**config.mk**
```make
export PLATFORM = sky130hd
export DESIGN_NAME = rtc_aou_wr_ctrl
export DESIGN_NICKNAME = d
export VERILOG_FILES = /design/src/rtl/rtc_pkg.sv /design/src/rtl/rtc_rr_arb3.sv /design/src/rtl/rtc_aou_wr_ctrl.sv
export SDC_FILE = /design/constraint.sdc
export NUM_CORES = 1
export LEC_CHECK = 0
export ABC_AREA = 1
export CELL_PAD_IN_SITES_DETAIL_PLACEMENT = 1
export CELL_PAD_IN_SITES_GLOBAL_PLACEMENT = 1
export CORE_AREA = 2 2 101 103
export DETAILED_ROUTE_END_ITERATION = 10
export DIE_AREA = 0 0 103 105
export PLACE_DENSITY = 0.94
export SYNTH_ARGS = -nofsm -noshare
export SYNTH_HDL_FRONTEND = slang
export SYNTH_SLANG_ARGS = --single-unit
```
**constraint.sdc**
```tcl
create_clock -name pclk -period 3.2 [get_ports pclk]
set_input_delay 0.96 -clock pclk [delete_from_list [all_inputs] [get_ports pclk]]
set_output_delay 0.96 -clock pclk [all_outputs]
set_load 0.05 [all_outputs]
```
**src/rtl/rtc_pkg.sv**
```systemverilog
// -----------------------------------------------------------------------------
// rtc_pkg
// Shared definitions for the RTC always-on write sequencer:
//   - slot indices (one slot per target register in the AOU register bank)
//   - data widths for the narrow CR and DIV registers
//   - write-sequencer FSM state encoding
//   - small select-decoding helpers
// -----------------------------------------------------------------------------
package rtc_pkg;

  // Slot indices, same bit order as apb_wr_sel / wr_pending
  localparam logic [1:0] SLOT_MR  = 2'd0;
  localparam logic [1:0] SLOT_CR  = 2'd1;
  localparam logic [1:0] SLOT_DIV = 2'd2;

  // Implemented widths of the narrow registers
  localparam int unsigned CR_W  = 4;
  localparam int unsigned DIV_W = 20;

  // Write-sequencer FSM
  typedef enum logic [1:0] {
    ST_IDLE   = 2'd0,
    ST_ISSUE  = 2'd1,
    ST_SETTLE = 2'd2
  } wr_state_e;

  // True when exactly one of the three select bits is set
  function automatic logic is_onehot3(input logic [2:0] v);
    logic r;
    case (v)
      3'b001:  r = 1'b1;
      3'b010:  r = 1'b1;
      3'b100:  r = 1'b1;
      default: r = 1'b0;
    endcase
    return r;
  endfunction

  // One-hot grant to slot index; falls back to the supplied index when the
  // vector is not one-hot so the round-robin pointer never moves spuriously
  function automatic logic [1:0] onehot_to_slot(input logic [2:0] v,
                                                input logic [1:0] fallback);
    logic [1:0] r;
    case (v)
      3'b001:  r = SLOT_MR;
      3'b010:  r = SLOT_CR;
      3'b100:  r = SLOT_DIV;
      default: r = fallback;
    endcase
    return r;
  endfunction

endpackage

```
**src/rtl/rtc_rr_arb3.sv**
```systemverilog
// -----------------------------------------------------------------------------
// rtc_rr_arb3
// Three-way round-robin arbiter, purely combinational. The search starts at
// the slot after last_gnt and wraps; the pointer register lives in the parent
// so it only advances when the parent actually takes the grant.
//   req      in  3  per-slot request
//   last_gnt in  2  index of the most recently granted slot
//   gnt      out 3  one-hot grant (all zero when no request)
// -----------------------------------------------------------------------------
module rtc_rr_arb3
  import rtc_pkg::*;
(
  input  logic [2:0] req,
  input  logic [1:0] last_gnt,
  output logic [2:0] gnt
);

  // Rotating priority search, one fixed order per pointer value
  always_comb begin
    gnt = 3'b000;
    case (last_gnt)
      SLOT_MR: begin
        if (req[1])      gnt = 3'b010;
        else if (req[2]) gnt = 3'b100;
        else if (req[0]) gnt = 3'b001;
        else             gnt = 3'b000;
      end
      SLOT_CR: begin
        if (req[2])      gnt = 3'b100;
        else if (req[0]) gnt = 3'b001;
        else if (req[1]) gnt = 3'b010;
        else             gnt = 3'b000;
      end
      default: begin
        // SLOT_DIV and the unused encoding both search MR first
        if (req[0])      gnt = 3'b001;
        else if (req[1]) gnt = 3'b010;
        else if (req[2]) gnt = 3'b100;
        else             gnt = 3'b000;
      end
    endcase
  end

endmodule

```
**src/rtl/rtc_aou_wr_ctrl.sv**
```systemverilog
// -----------------------------------------------------------------------------
// rtc_aou_wr_ctrl
// Write sequencer between the RTC APB register decode and the always-on RTC
// register bank. APB writes are buffered per target register (MR, CR, DIV),
// arbitrated round-robin and issued as single-cycle write-enable pulses on a
// shared data bus, each followed by SETTLE_CYC idle cycles. The ETB start
// trigger is forwarded so it never lands in the same cycle as a CR write.
//
// Parameters
//   SETTLE_CYC  idle cycles after each pulse (0..15)
//   COALESCE    1: a write to a pending slot overwrites it
//               0: such a write stalls until the slot is granted
// Ports
//   pclk             in   1  clock
//   preset           in   1  synchronous active-high reset
//   apb_wr_vld       in   1  APB write request
//   apb_wr_sel       in   3  one-hot target [0] MR [1] CR [2] DIV
//   apb_wdata        in  32  write data
//   apb_wr_rdy       out  1  write accepted when vld && rdy
//   etb_trig_in      in   1  single-cycle ETB trigger
//   pdu_aou_wen_mr   out  1  MR write-enable pulse
//   pdu_aou_wen_cr   out  1  CR write-enable pulse
//   pdu_aou_wen_div  out  1  DIV write-enable pulse
//   pwdata           out 32  data accompanying the wen pulse
//   etb_rtc_trig     out  1  forwarded trigger
//   wr_pending       out  3  per-slot pending flags
//   busy             out  1  FSM active, slot pending or trigger pending
//   sel_err          out  1  pulse after an accepted write with bad select
// -----------------------------------------------------------------------------
module rtc_aou_wr_ctrl
  import rtc_pkg::*;
#(
  parameter int unsigned SETTLE_CYC = 2,
  parameter bit          COALESCE   = 1'b1
) (
  input  logic        pclk,
  input  logic        preset,
  input  logic        apb_wr_vld,
  input  logic [2:0]  apb_wr_sel,
  input  logic [31:0] apb_wdata,
  output logic        apb_wr_rdy,
  input  logic        etb_trig_in,
  output logic        pdu_aou_wen_mr,
  output logic        pdu_aou_wen_cr,
  output logic        pdu_aou_wen_div,
  output logic [31:0] pwdata,
  output logic        etb_rtc_trig,
  output logic [2:0]  wr_pending,
  output logic        busy,
  output logic        sel_err
);

  // Counter preload so that SETTLE lasts exactly SETTLE_CYC cycles
  localparam logic [3:0] SETTLE_LAST = 4'(SETTLE_CYC) - 4'd1;

  // Registers
  wr_state_e   state_r;
  logic [3:0]  settle_cnt_r;
  logic [2:0]  pend_r;
  logic [31:0] data_mr_r;
  logic [CR_W-1:0]  data_cr_r;
  logic [DIV_W-1:0] data_div_r;
  logic [1:0]  last_gnt_r;
  logic [2:0]  wen_r;
  logic [31:0] pwdata_r;
  logic        trig_pend_r;
  logic        sel_err_r;

  // Combinational
  logic        accept_s;
  logic        sel_ok_s;
  logic [2:0]  set_s;
  logic        grant_s;
  logic [2:0]  arb_gnt_s;
  logic [2:0]  gnt_clr_s;
  logic [31:0] gnt_data_s;
  logic [1:0]  gnt_idx_s;
  logic        rdy_s;

  rtc_rr_arb3 u_arb (
    .req      (pend_r),
    .last_gnt (last_gnt_r),
    .gnt      (arb_gnt_s)
  );

  // Grant happens only from IDLE; gnt_clr_s is the set of slots drained this edge
  always_comb begin
    grant_s = (state_r == ST_IDLE) && (pend_r != 3'b000);
    if (grant_s) begin
      gnt_clr_s = arb_gnt_s;
    end else begin
      gnt_clr_s = 3'b000;
    end
  end

  // Data and slot index of the granted slot (narrow registers zero-extended)
  always_comb begin
    gnt_data_s = 32'd0;
    case (arb_gnt_s)
      3'b001:  gnt_data_s = data_mr_r;
      3'b010:  gnt_data_s = {{(32-CR_W){1'b0}}, data_cr_r};
      3'b100:  gnt_data_s = {{(32-DIV_W){1'b0}}, data_div_r};
      default: gnt_data_s = 32'd0;
    endcase
    gnt_idx_s = onehot_to_slot(arb_gnt_s, last_gnt_r);
  end

  // Ready: without coalescing, a write to a slot still holding undrained data
  // must wait; a slot being granted this very cycle frees up on the same edge
  always_comb begin
    if (COALESCE) begin
      rdy_s = 1'b1;
    end else begin
      rdy_s = ((apb_wr_sel & pend_r & ~gnt_clr_s) == 3'b000);
    end
  end

  // Accept decode: malformed selects are swallowed without touching any slot
  always_comb begin
    accept_s = apb_wr_vld && rdy_s;
    sel_ok_s = is_onehot3(apb_wr_sel);
    if (accept_s && sel_ok_s) begin
      set_s = apb_wr_sel;
    end else begin
      set_s = 3'b000;
    end
  end

  // Slot storage: a new accept on the grant edge wins over the clear, so the
  // old data goes out and the new data stays pending
  always_ff @(posedge pclk) begin
    if (preset) begin
      pend_r     <= 3'b000;
      data_mr_r  <= 32'd0;
      data_cr_r  <= '0;
      data_div_r <= '0;
      sel_err_r  <= 1'b0;
    end else begin
      pend_r    <= (pend_r & ~gnt_clr_s) | set_s;
      sel_err_r <= accept_s && !sel_ok_s;
      if (set_s[SLOT_MR])  data_mr_r  <= apb_wdata;
      if (set_s[SLOT_CR])  data_cr_r  <= apb_wdata[CR_W-1:0];
      if (set_s[SLOT_DIV]) data_div_r <= apb_wdata[DIV_W-1:0];
    end
  end

  // Issue FSM with registered wen/pwdata; the grant edge loads the pulse
  // registers so the pulse lines up with the ISSUE state
  always_ff @(posedge pclk) begin
    if (preset) begin
      state_r      <= ST_IDLE;
      settle_cnt_r <= 4'd0;
      last_gnt_r   <= SLOT_DIV;
      wen_r        <= 3'b000;
      pwdata_r     <= 32'd0;
    end else begin
      wen_r    <= 3'b000;
      pwdata_r <= 32'd0;
      case (state_r)
        ST_IDLE: begin
          if (grant_s) begin
            wen_r      <= arb_gnt_s;
            pwdata_r   <= gnt_data_s;
            last_gnt_r <= gnt_idx_s;
            state_r    <= ST_ISSUE;
          end else begin
            state_r <= ST_IDLE;
          end
        end
        ST_ISSUE: begin
          if (SETTLE_CYC == 32'd0) begin
            state_r <= ST_IDLE;
          end else begin
            settle_cnt_r <= SETTLE_LAST;
            state_r      <= ST_SETTLE;
          end
        end
        ST_SETTLE: begin
          if (settle_cnt_r == 4'd0) begin
            state_r <= ST_IDLE;
          end else begin
            settle_cnt_r <= settle_cnt_r - 4'd1;
          end
        end
        default: begin
          state_r <= ST_IDLE;
        end
      endcase
    end
  end

  // Trigger holding: a trigger blocked by a CR pulse stays pending one more
  // cycle so it lands after the CR write instead of being overwritten by it
  always_ff @(posedge pclk) begin
    if (preset) begin
      trig_pend_r <= 1'b0;
    end else begin
      trig_pend_r <= etb_trig_in || (trig_pend_r && wen_r[SLOT_CR]);
    end
  end

  assign apb_wr_rdy      = rdy_s;
  assign pdu_aou_wen_mr  = wen_r[SLOT_MR];
  assign pdu_aou_wen_cr  = wen_r[SLOT_CR];
  assign pdu_aou_wen_div = wen_r[SLOT_DIV];
  assign pwdata          = pwdata_r;
  assign etb_rtc_trig    = trig_pend_r && !wen_r[SLOT_CR];
  assign wr_pending      = pend_r;
  assign busy            = (state_r != ST_IDLE) || (pend_r != 3'b000) || trig_pend_r;
  assign sel_err         = sel_err_r;

endmodule
```
Word level (Yosys, flattened, before mapping)
Index checks and enable logic that the tools add are counted.

cells by class
  reduce and logical (&&, ||, !) cells = 22
  multiplexer cells = 20
  bitwise operators = 5
  add/sub/neg operators = 1
  equal/unequal tests = 11

operator list
  operator                                          count
  one-hot mux 32 bit (3 select lines)               1
  2-to-1 mux 3 bit                                  9
  one-hot mux 2 bit (3 select lines)                2
  one-hot mux 4 bit (2 select lines)                1
  == test 3 x 1 -> 1 bit, second input constant     2
  == test 3 x 2 -> 1 bit, second input constant     2
  == test 3 bit, second input constant              2
  one-hot mux 3 bit (2 select lines)                1
  nonzero test 3 bit                                2
  OR reduction 3 bit                                2
  logical AND 1 bit                                 5
  == test 2 x 1 -> 1 bit, second input constant     2
  logical NOT 2 bit                                 2
  logical NOT 4 bit                                 1
  2-to-1 mux 2 bit                                  2
  2-to-1 mux 4 bit                                  1
  != test 2 bit, second input constant              2
  nonzero test 2 bit                                2
  subtractor 4 x 1 -> 4 bit, second input constant  1
  AND 3 bit                                         1
  logical OR 1 bit                                  3
  2-to-1 mux 1 bit                                  3
  NOT 3 bit                                         1
  bitwise OR 3 bit                                  1
  other kinds (6)                                   8

storage, ports and cells
  register bits = 104
  input port bits = 39

Logic depth before layout (Yosys ltp)
Gate-level depths: netlist (run 1).

  depth after elaboration = 8
  mapped depth = 9
  gate-level depth less buffers = 8

By module
Synthesis (run 1) repeated with hierarchy kept, for this count alone.

second synthesis, totals
  cells, all modules = 517
  area total of the unflattened synthesis = 4031.4 um2

by module, submodules not included
  module           seq. area each (um2)  cells each  times used  area each (um2)
  rtc_aou_wr_ctrl  2082.0                502         1           3952.5
  rtc_rr_arb3      0.0                   15          1           78.8

Worst setup path before layout (run 1)
OpenSTA, ideal clock, no wires.

  path kind = reg2out
  start = register pend_r[2] (netlist: wr_pending[2])
  end = output busy
  buffers on the path = 0
  cell stages (with the launch flop) = 3
  arrival time = 1.288 ns
  path slack = 0.952 ns
  required time = 2.240 ns
  cells stage by stage = dfxtp_1 -> inv_1 -> nand4_1

between the ends
  word-level cells in the longest chain between the ends = 3

ends and longest elaborated chain
  element                         line                    text
  from (decl)                     rtc_aou_wr_ctrl.sv:59   logic [2:0] pend_r;
  from (signal assigned)          rtc_aou_wr_ctrl.sv:139  pend_r <= (pend_r & ~gnt_clr_s) | set_s;
  nonzero test 3 bit              rtc_aou_wr_ctrl.sv:209  assign busy = (state_r != ST_IDLE) || (pend_r != 3'b000) || trig_pend_r;
  logical OR 1 bit (2 in series)  rtc_aou_wr_ctrl.sv:209
  to (decl)                       rtc_aou_wr_ctrl.sv:49   output logic busy,

No other way between the ends.

Worst setup path after layout (run 1)
  start = register pend_r[1] (netlist: wr_pending[1])
  end = output busy

Same word-level chain as after synthesis.

==> results of run 1 <==
layout by cell type (no fill, tap or decap), types with 2 or more instances in the layout:
master | synthesis | final
nand2_2 | 3 | 3
inv_2 | 2 | 2
inv_6 | 0 | 3
nor2_1 | 14 | 14
nand3_1 | 16 | 16
dfxtp_1 | 104 | 104
clkdlybuf4s50_1 | 0 | 79
inv_1 | 78 | 78
a21oi_1 | 83 | 83
clkbuf_8 | 0 | 9
clkinv_4 | 0 | 2
nand2_1 | 65 | 65
o21ai_0 | 57 | 57
buf_4 | 4 | 5
nand4_1 | 3 | 3
nor3_2 | 10 | 10
cell families (layout without fill, tap and decap cells):
group / after synthesis / after routing / synth area share (%)
other: 1 / 2 / 0.0978
flip-flops: 104 / 104 / 54.3
buffers and inverters: 107 / 182 / 11.6
adder cells (fa/ha/maj): 1 / 1 / 0.326
AND/OR/NAND/NOR: 115 / 115 / 14.4
AO/OA/AOI/OAI: 144 / 144 / 19.0
XOR/XNOR: 1 / 1 / 0.229
routing by layer:
metal  share of wire, %  global-route usage (%)  vias to the layer above
met3                3.6                    4.01                       16
li1                   -                       -                     1645
met5                  0                       0                        -
met4                1.7                    8.46                        0
met2                 53                    34.8                       63
met1                 42                    22.6                     1623
final timing paths:
check | endpoint | slack, ns | depth (start not counted)
setup / recovery | busy | 0.29 | 3
hold / removal | data_cr_r[2] | 0.45 | 2
setup reg to reg | pwdata[14] | 1.29 | 5
hold reg to reg | data_cr_r[2] | 0.45 | 2
power breakdown:
part	internal, uW	switching (uW)
clock network	374	472
registers	1330	17.8
logic	86.1	132
total	1790	622
critical path: cells and delay by family (launching register included):
kind	cells	cell delay [ns]
buffers and inverters	1	0.73
DFF	1	0.38
and+or+nand+nor	2	0.47
flip-flops by register name (all words and copies together) (netlist names):
| name | cells |
|---|---|
| data_mr_r | 32 |
| pwdata | 32 |
| data_div_r | 20 |
| data_cr_r | 4 |
| settle_cnt_r | 4 |
| wen_r | 3 |
| wr_pending | 3 |
| last_gnt_r | 2 |
| state_r | 2 |
| sel_err | 1 |
| trig_pend_r | 1 |
metrics by stage:
| step | hold WS (ns) | utilization [%] | setup slack [ns] |
|---|---|---|---|
| floorplan | 0.423 | - | 0.952 |
| global placement | 0.431 | 48.9 | 0.791 |
| detailed placement | 0.438 | 48.9 | 0.723 |
| CTS | 0.451 | 51.0 | 0.278 |
| global route | 0.467 | 51.0 | 0.174 |
| finish | 0.450 | 51.0 | 0.293 |
layout make-up:
cell class	instances	area (sq um)	area share (%)
clock buffer	10	128	2.60
clock inverter	6	73.8	1.50
tap	133	166	3.39
sequential	104	2080	42.4
antenna	1	2.50	0.0509
timing repair buffer	85	848	17.3
inverter	81	307	6.24
multi-input combinational	262	1310	26.6
==> out/results.tsv, run 1 <==
metric	value	unit
cts_hold_buf	0	
min_period_over_period	90.8	%
power.total	2410	uW
detail_route.wl_per_cell	15.1	microns
fin_area	0.00491	sq mm
async_flop_share	0	%
tightestPinTransition	0.843	ns
seq_area_frac_synth	54.3	%
timing.rr.start	wr_pending[1]	
drc	0	
synth_edf_count	0	
path_cells	nor2_1 -> nand4_1 -> clkdlybuf4s50_1	
cp.required	2.24	ns
slowest_delay	0.73	ns
cts_buffers	9	
syn_area	0.00383	sq mm
clkLatencyLatePin	0.37	ns
synthMostInstantiatedCell	dfxtp_1	
avgSynthCellArea	8.11	sq um
cts_resized	0	
place_inst	665	
ys_warn_count	0	
setup_viol	0	
htree_levels	3	
first_pass_iters	5	
arrival	1.95	ns
root_buffer	clkbuf_8	
rows	36	
cts.sinks	104	
min_from	data_cr_r[2]	
slew_violations	0	
initial_core_util	39.8	%
hold_viol_final	0	
io_buffers	79	
die_w	103	microns
wl	10300	microns
drt-initial-drc-count	92	
cts.path.max_buffers	2	
synth_top_cells_by_count	104 x dfxtp_1, 83 x a21oi_1, 78 x inv_1	
grt_usage	19.7	%
finalClockSkew	0.0129	ns
p_leak	0.00176	uW
status	finished, final reports clean	
avgViaCountPerCell	4.91	
vdd_drop_max	283	uV
layout.nets	583	
ys.flop_type	dfxtp_1	
gp_routability_congestion	0.785	
cts_setup_buffers	0	
area_delta_synth_final	28.2	%
fillers	1209	
rsz0062_at_grt	false	
synth-seq-cells	104	
grt_start_max_net_pins	66	
synth_cells	473	
ant_nets	0	
fp.dieH	105	microns
synth.area.top_cells	dfxtp_1 54%, a21oi_1 11%, inv_1 7.6%	
crit_fanout	6	
cts_tree	yes	
clk_pin_slew	0.10	ns
io_pins	81	
crit_path_start_kind	flip-flop	
maxCapViolCount	0	
synth_cell_types	28	
grt_remaining_overflow	0	
core	0.00964	sq mm
relSlewSlack	43.6	%
startpoint	wr_pending[1]	
end_kind	primary output	
fmax	0.344	GHz
synth.top_cell.area_share	54.3	%
synth_top_area_cell	dfxtp_1	
fin_crit	2.91	ns
antenna_found_initial	1	
powerDensity	490	mW/mm^2
dr_total_vias	3347	
min_path_type	reg -> reg	
syn_nets	513	
fp.dieArea	0.0108	sq mm
drive_above_1_share	7.48	%
crit_slowest_cell	clkdlybuf4s50_1	
grt_pass1_vias	3596	
grt_pass1_wl	16800	microns
final_cells	682	
crit_type	reg -> out	
dpl_cell_area	0.00471	sq mm
place_hpwl	7070	microns
tns	0	ns
Note: power is estimated with default switching activity, not from simulation.
==> run 2, diff against run 1 <==
ABC_CLOCK_PERIOD_IN_PS = 3200   (was default)
CAP_MARGIN = 20   (was default)
==> results of run 2 <==
Same layout as run 1: the final DEF is identical, and so are final timing and power.
